**src/rtl/keypad_pkg.sv**
```systemverilog
// keypad_pkg: key codes, 4x4 key map and idle levels shared by the keypad emulator and scanner
package keypad_pkg;
  localparam logic [3:0] KEY_0 = 4'h0, KEY_1 = 4'h1, KEY_2 = 4'h2, KEY_3 = 4'h3;
  localparam logic [3:0] KEY_4 = 4'h4, KEY_5 = 4'h5, KEY_6 = 4'h6, KEY_7 = 4'h7;
  localparam logic [3:0] KEY_8 = 4'h8, KEY_9 = 4'h9, KEY_A = 4'hA, KEY_B = 4'hB;
  localparam logic [3:0] KEY_C = 4'hC, KEY_D = 4'hD, KEY_E = 4'hE, KEY_F = 4'hF;
  localparam logic [3:0] ROW_IDLE = 4'b1111;
  localparam logic [3:0] COL_IDLE = 4'b1111;
  localparam int SCAN_DWELL = 65536;
  typedef enum logic [2:0] {S_IDLE, S_BOUNCE_IN, S_HOLD, S_BOUNCE_OUT, S_GAP} state_t;
  typedef struct packed {
    logic [1:0] row;
    logic [1:0] col;
  } rc_t;
  function automatic rc_t key_to_rc(input logic [3:0] code);
    case (code)
      KEY_1:   return {2'd0, 2'd0};
      KEY_2:   return {2'd0, 2'd1};
      KEY_3:   return {2'd0, 2'd2};
      KEY_A:   return {2'd0, 2'd3};
      KEY_4:   return {2'd1, 2'd0};
      KEY_5:   return {2'd1, 2'd1};
      KEY_6:   return {2'd1, 2'd2};
      KEY_B:   return {2'd1, 2'd3};
      KEY_7:   return {2'd2, 2'd0};
      KEY_8:   return {2'd2, 2'd1};
      KEY_9:   return {2'd2, 2'd2};
      KEY_C:   return {2'd2, 2'd3};
      KEY_E:   return {2'd3, 2'd0};
      KEY_0:   return {2'd3, 2'd1};
      KEY_F:   return {2'd3, 2'd2};
      default: return {2'd3, 2'd3};
    endcase
  endfunction
endpackage

```
**src/rtl/keypad_bounce_gen.sv**
```systemverilog
// keypad_bounce_gen: toggling contact waveform for the bounce phases of a press
module keypad_bounce_gen #(
  parameter int TOGGLES = 0,
  parameter int PERIOD  = 16,
  parameter int CNT_W   = 20
) (
  input  logic clk,
  input  logic reset,
  input  logic run_i,
  input  logic start_closed_i,
  output logic closed_o,
  output logic last_o
);
  localparam int TW = TOGGLES > 1 ? $clog2(TOGGLES) : 1;
  logic [CNT_W-1:0] tmr_q, tmr_d;
  logic [TW-1:0] tog_q, tog_d;
  logic wrap;
  always_comb begin
    wrap = tmr_q == CNT_W'(1);
    tmr_d = wrap ? CNT_W'(PERIOD) : tmr_q - 1'b1;
    tog_d = wrap ? tog_q + 1'b1 : tog_q;
  end
  // Counters rest at their start values whenever the bounce phase is not running
  always_ff @(posedge clk) begin
    tmr_q <= (!reset || !run_i) ? CNT_W'(PERIOD) : tmr_d;
    tog_q <= (!reset || !run_i) ? '0 : tog_d;
  end
  assign closed_o = start_closed_i ^ tog_q[0];
  assign last_o = run_i && wrap && int'(tog_q) == TOGGLES - 1;
endmodule

```
**src/rtl/keypad_matrix_emulator.sv**
```systemverilog
// keypad_matrix_emulator: contact side of a 4x4 matrix keypad, pressing one
// handshaken key code for a timed hold with optional bounce at both edges
module keypad_matrix_emulator
  import keypad_pkg::*;
#(
  parameter int HOLD_CYCLES    = 300000,
  parameter int GAP_CYCLES     = 300000,
  parameter int BOUNCE_TOGGLES = 0,
  parameter int BOUNCE_PERIOD  = 16,
  parameter int CNT_W          = 20
) (
  input  logic       clk,
  input  logic       reset,
  input  logic [3:0] key_code,
  input  logic       key_valid,
  output logic       key_ready,
  input  logic [3:0] rows,
  output logic [3:0] cols,
  output logic       busy,
  output logic       done
);
  if (HOLD_CYCLES < 1 || GAP_CYCLES < 1) begin : g_bad_timing
    $error("keypad_matrix_emulator: HOLD_CYCLES and GAP_CYCLES must be at least 1");
  end
  if (BOUNCE_PERIOD < 1 || BOUNCE_TOGGLES % 2 != 0) begin : g_bad_bounce
    $error("keypad_matrix_emulator: BOUNCE_PERIOD must be >= 1 and BOUNCE_TOGGLES even");
  end
  if (HOLD_CYCLES <= 4 * SCAN_DWELL) begin : g_short_hold
    $info("keypad_matrix_emulator: HOLD_CYCLES shorter than one scanner sweep");
  end
  localparam bit BOUNCE = BOUNCE_TOGGLES > 0;
  state_t state_q, state_d;
  logic [CNT_W-1:0] tmr_q, tmr_d;
  rc_t rc_q;
  logic done_q, done_d;
  logic b_closed, b_last, closed;
  keypad_bounce_gen #(
    .TOGGLES(BOUNCE_TOGGLES),
    .PERIOD (BOUNCE_PERIOD),
    .CNT_W  (CNT_W)
  ) u_bounce (
    .clk           (clk),
    .reset         (reset),
    .run_i         (state_q == S_BOUNCE_IN || state_q == S_BOUNCE_OUT),
    .start_closed_i(state_q == S_BOUNCE_IN),
    .closed_o      (b_closed),
    .last_o        (b_last)
  );
  always_ff @(posedge clk) begin
    if (!reset) begin
      state_q <= S_IDLE;
      tmr_q <= '0;
      rc_q <= '0;
      done_q <= 1'b0;
    end else begin
      state_q <= state_d;
      tmr_q <= tmr_d;
      rc_q <= (key_ready && key_valid) ? key_to_rc(key_code) : rc_q;
      done_q <= done_d;
    end
  end
  // Timer reloads on every state entry; HOLD and GAP count it down to 1
  always_comb begin
    state_d = state_q;
    tmr_d = tmr_q;
    done_d = 1'b0;
    case (state_q)
      S_IDLE: if (key_valid) begin
        state_d = BOUNCE ? S_BOUNCE_IN : S_HOLD;
        tmr_d = CNT_W'(HOLD_CYCLES);
      end
      S_BOUNCE_IN: if (b_last) begin
        state_d = S_HOLD;
        tmr_d = CNT_W'(HOLD_CYCLES);
      end
      S_HOLD: begin
        state_d = tmr_q == CNT_W'(1) ? (BOUNCE ? S_BOUNCE_OUT : S_GAP) : S_HOLD;
        tmr_d = tmr_q == CNT_W'(1) ? CNT_W'(GAP_CYCLES) : tmr_q - 1'b1;
      end
      S_BOUNCE_OUT: if (b_last) begin
        state_d = S_GAP;
        tmr_d = CNT_W'(GAP_CYCLES);
      end
      S_GAP: begin
        state_d = tmr_q == CNT_W'(1) ? S_IDLE : S_GAP;
        tmr_d = tmr_q - 1'b1;
        done_d = tmr_q == CNT_W'(1);
      end
      default: state_d = S_IDLE;
    endcase
  end
  always_comb begin
    key_ready = state_q == S_IDLE;
    busy = !key_ready;
    done = done_q;
    closed = state_q == S_HOLD ||
             ((state_q == S_BOUNCE_IN || state_q == S_BOUNCE_OUT) && b_closed);
    cols = (closed && !rows[rc_q.row]) ? ~(4'b0001 << rc_q.col) : COL_IDLE;
  end
endmodule

```
**config.mk**
```make
export PLATFORM = sky130hd
export DESIGN_NAME = keypad_matrix_emulator
export DESIGN_NICKNAME = d
export VERILOG_FILES = /design/src/rtl/keypad_pkg.sv /design/src/rtl/keypad_bounce_gen.sv /design/src/rtl/keypad_matrix_emulator.sv
export SDC_FILE = /design/constraint.sdc
export NUM_CORES = 1
export LEC_CHECK = 0
export CORE_UTILIZATION = 40
export DETAILED_ROUTE_END_ITERATION = 8
export PLACE_DENSITY_LB_ADDON = 0.2
export SYNTH_ARGS = -nofsm -noshare
export SYNTH_HDL_FRONTEND = slang
export SYNTH_SLANG_ARGS = --single-unit
```
**constraint.sdc**
```tcl
create_clock -name clk -period 2.6 [get_ports clk]
set_input_delay 0.39 -clock clk [delete_from_list [all_inputs] [get_ports clk]]
set_output_delay 0.39 -clock clk [all_outputs]
set_load 0.02 [all_outputs]
```
Word-level counts from Yosys, hierarchy flattened:

Memories as Yosys holds them, arrays and structs flattened. A register that Yosys moved wholly into a read port is not among the register bits.
Cells that the tools add are included.

* bits in registers: 45
* memory bits (read-only): 64
* memories kept: 1
* output and inout bits: 7
* logic and storage cells: 49
* input bits: 11

Memories
* (no name shown): words 16, bits a word 4, rd ports 1, clocked after Yosys merged registers in 1, write ports 0, line keypad_pkg.sv:16 `case (code)`

* shift-type cells: 1
* $lt $le $gt $ge: 1
* $add $sub $neg: 3
* equality and inequality tests: 7
* bitwise gates (word level): 3
* reductions and logical operators: 18
* mux-type cells: 10

Operators by type and width (number)
* 20-bit case mux with 3 select lines: 1
* 20-bit by 1-bit == test with 1-bit output (second input constant): 2
* 20-bit 2-to-1 mux: 2
* 20-bit by 1-bit subtractor with 20-bit output (second input constant): 2
* 3-bit case mux with 4 select lines: 1
* 3-bit 2-to-1 mux: 3
* 3-bit by 2-bit == test with 1-bit output (second input constant): 2
* 2-bit AND reduction: 3
* 1-bit zero test: 5
* 4-bit 2-to-1 mux: 1
* 4-bit NOT: 1
* 2-bit OR reduction: 2
* 1-bit by 2-bit << shifter with 4-bit output (first input constant): 1
* 3-bit by 1-bit == test with 1-bit output (second input constant): 1
* 3-bit == test (second input constant): 1
* 1-bit logical AND: 3
* 3-bit zero test: 1
* 1-bit logical OR: 3
* 2-bit by 3-bit less-than comparator with 1-bit output (second input constant): 1
* 3-bit nonzero test: 1
* 1-bit binary-select mux with 2-bit select: 1
* 2-bit != test (second input constant): 1
* 1-bit adder (second input constant): 1
* 1-bit 2-to-1 mux: 1
* other kinds (2): 2

Depth between registers and ports, before layout:

* depth in word-level cells: 6
* gate-level depth with buffers: 8
* depth with buffers taken out: 7

Least setup slack after synthesis:

OpenSTA, ideal clock, no wires.

* path kind: register -> register
* start: reg state_q[1]
* end: reg tmr_q[9]
* setup slack: 0.565 ns
* data arrival time: 1.919 ns
* stages on the path, launching flop included: 8
* data required time: 2.484 ns
* buffers on the path: 1
* clock period less this slack: 2.035 ns
* setup time: 0.116 ns
* path through: dfxtp_1 -> inv_1 -> ha_1 -> nor2b_1 -> nor2_1 -> clkbuf_1 -> o21ai_0 -> a31o_1

* cells in the longest elaborated chain, start to end: 3
* elaborated cells between the ends (all ways): 7
* classes of those cells: eq/ne: 3; mux: 1; reduce/logical: 3

RTL lines
* start: declaration: line keypad_matrix_emulator.sv:32 `state_t state_q, state_d;`
* start signal: assignment: line keypad_matrix_emulator.sv:56 `state_q <= state_d;`
* 3-bit zero test *
* via key_ready: line keypad_matrix_emulator.sv:16 `output logic key_ready,`
* 2-bit != test (no source line) or 3-bit nonzero test (tied branches)
* 2-bit AND reduction (no source line)
* end signal: assignment: line keypad_matrix_emulator.sv:57 `tmr_q <= tmr_d;`
* end: declaration: line keypad_matrix_emulator.sv:33 `logic [CNT_W-1:0] tmr_q, tmr_d;`

Mark *: on every way through the listed nets, which the timed path passes. The rest lies on a longest branch.
A chain may end at the register's enable or synchronous reset.

Final worst setup path:

* start: in rows[3]
* end: out cols[1]

* cells in the longest elaborated chain, start to end: 5

RTL lines
* start: declaration: line keypad_matrix_emulator.sv:17 `input logic [3:0] rows,`
* 1-bit binary-select mux with 2-bit select: line keypad_matrix_emulator.sv:98 `cols = (closed && !rows[rc_q.row]) ? ~(4'b0001 << rc_q.col) : COL_IDLE;`
* 1-bit 2-to-1 mux (not written as such): line keypad_matrix_emulator.sv:98
* 1-bit zero test: line keypad_matrix_emulator.sv:98
* 1-bit logical AND: line keypad_matrix_emulator.sv:98
* 4-bit 2-to-1 mux: line keypad_matrix_emulator.sv:98
* end: declaration: line keypad_matrix_emulator.sv:18 `output logic [3:0] cols,`

Every way passes these cells. The select of a mux whose other input is x is not followed.

==> reports/metrics.yaml <==
status:
  status: "finished clean"
logic_synthesis:
  synth_edf_count: 0
  syn_area_sq_um: 1670
  avgSynthCellArea_sq_um: 8.39
  yosysWarnings: 0
  synth_cell_types: 51
  yosysTopAreaCellShare: 0.324
  synth.largest_area_cell: "dfxtp_1"
  async_flop_share: 0
  syn_nets: 217
  yosysSeqAreaShare: 0.324
  synth_common_cells: "27 x dfxtp_1, 24 x nor2_1, 17 x nand2_1, 14 x a21oi_1, 10 x o21ai_0"
  synth_seq_cells: 27
  synthFlopType: "dfxtp_1"
  synthTopCellsByArea: "dfxtp_1 32%, nor2_1 5.4%, ha_1 5.2%"
  syn_inst: 199
  post-synth-top-count-cell: "dfxtp_1"
clock_network:
  cts-hold-fix-buffers: 0
  cts.sinks: 27
  clkLatencyLatePin_ns: 0.28
  root_buffer: "clkbuf_8"
  path_clk_slew_ns: 0.09
  cts_tree: "yes"
  clk_path_buf_depth: 2
  ctsHtreeMaxLevel: 1
  numCtsBuffers: 3
cells_and_area:
  antenna_cells: 0
  final_cells: 266
  final_layout_size_suffix_gt1_frac: 0.106
  syn_to_final_growth_pct: 16.6
  finalNetCount: 235
routing:
  routed_wl_mm: 3.52
  drc_errors: 0
  drtAntennaViolNets: 0
  viasPerCell: 5.42
  first_iter_violations: 63
  detail_route.wl_per_cell_um: 13.2
  vias: 1441
  dr.pass1.iters: 4
sta:
  hold_slack_ns: 0.506
  post-route-period-util: 0.970
  hold_viol: 0
  fmax_mhz: 397
  drv_slew: 0
  setup-violations-final: 0
  timing.slew.headroom: 0.528
  setup_ws_ns: 0.0792
  period_needed_ns: 2.52
  worst_pin_slew_ns: 0.704
  skew_ns: 0.00301
  rsz0062_at_grt: "no"
global_route:
  antenna_found_initial: 0
  grt_usage: 0.180
  grt_pass1_vias: 1367
  grt_first_pass_wirelength_mm: 6.09
  grt_max_degree: 19
  grt_overflow: 0
floorplan:
  coreArea_sq_um: 4000
  num_rows: 23
  io_pins: 18
  dieArea_sq_um: 4440
  die_w_um: 66.6
  start_util: 0.418
  die_h_um: 66.6
setup_path:
  worstPathArrival_ns: 2.13
  crit_start: "rows[3]"
  worstSetupPathType: "in -> out"
  cp-endpoint: "cols[1]"
  cp.required_ns: 2.21
  r2r_cells: 6
  regToRegStartpoint: "tmr_q[0]"
  r2r_setup_slack_ns: 0.38
  worstPathMaxFanout: 4
  cp-start-kind: "input port"
  rr_endpoint: "tmr_q[4]"
  critPathCaptureType: "output port"
place:
  io_buffer_count: 17
  gp_congestion: 0.822
  hpwl_mm: 2.65
  dp_slack_ns: -0.0927
  place_inst: 262
power:
  p_per_area_nw_per_um2: 884
  power_leakage_nw: 0.755
  vdd_drop_max_v: 0.000468
hold_path:
  hold_class: "reg -> reg"
  hold_start: "tmr_q[15]"
run:
  max_cap_viol_count: 0
layout make-up:
type                       count  area [sq um]
tap                           50          62.6
fill                         389          2050
inverter                       9          33.8
timing repair buffer          21           204
multi-input combinational    155          1060
clock buffer                   4          45.0
sequential                    27           541
what timing repair did:
| item | CTS | global route |
|---|---|---|
| buffers inserted | 0 | 0 |
| gates cloned | 0 | 0 |
| endpoints found under the setup margin | 1 | 2 |
| resized for setup | 1 | 2 |
worst min-delay path by stage:
stage | slack (ns) | endpoint | cells after the start
floorplan | 0.46 | tmr_q[11] | 2
global placement | 0.48 | tmr_q[15] | 2
detailed placement | 0.48 | tmr_q[15] | 2
CTS | 0.50 | tmr_q[15] | 2
global route | 0.53 | tmr_q[15] | 2
finish | 0.51 | tmr_q[15] | 2
logic make-up (layout without fill, tap and decap cells):
kind of cell | count (synthesis) | in the layout | synth area share
and+or+nand+nor | 83 | 83 | 0.284
xor gates and xnor gates | 10 | 10 | 0.0524
DFF | 27 | 27 | 0.324
buffers and inverters | 17 | 34 | 0.0405
adders and majority gates | 7 | 7 | 0.0524
muxes | 2 | 2 | 0.0195
AOI/OAI and AO/OA | 53 | 53 | 0.228
sequential cells by signal, summed over array words and instances (netlist names):
register,count
tmr_q,20
done,1
state_q,2
rc_q,4
worst max-delay path, stage by stage:
cell	delay, ns
clkdlybuf4s50_1	0.39
mux4_2	0.45
nand2b_1	0.21
nor2_1	0.11
nand2_1	0.05
clkdlybuf4s50_1	0.53
power by group:
group / switching [W] / internal, W / total, W
Sequential: 0.0000978 / 0.000502 / 0.000600
Clock: 0.000133 / 0.000110 / 0.000243
Combinational: 0.000501 / 0.000378 / 0.000879
metrics by stage:
step	utilization	cell area, sq um	TNS (ns)	power (W)
final	0.487	1950	0	0.00172
after global routing	0.487	1950	0	0.00187
after CTS	0.486	1940	0	0.00174
after detailed placement	0.475	1900	-0.0927	0.00149
after global placement	0.475	1900	-0.0898	0.00149
after floorplan	-	1670	0	0.00128
layout by cell type, fill, tap and decap left out, drive strengths merged, types with 5 or more instances in the layout:
cell type and count:
dfxtp 27, nor2 25, nand2 17, a21oi 14, clkdlybuf4s50 14, o21ai 10, inv 9, xor2 7
ha 7, nor3 6, nand3 5
routing by layer:
layer | GRT usage | up-vias | routed length (um)
li1 | - | 754 | -
met1 | 0.235 | 664 | 1750
met2 | 0.290 | 19 | 1600
met3 | 0.0411 | 4 | 130
met4 | 0.0585 | 0 | 40
met5 | 0 | - | 0
No activity file was read; power rests on OpenSTA's default activity.
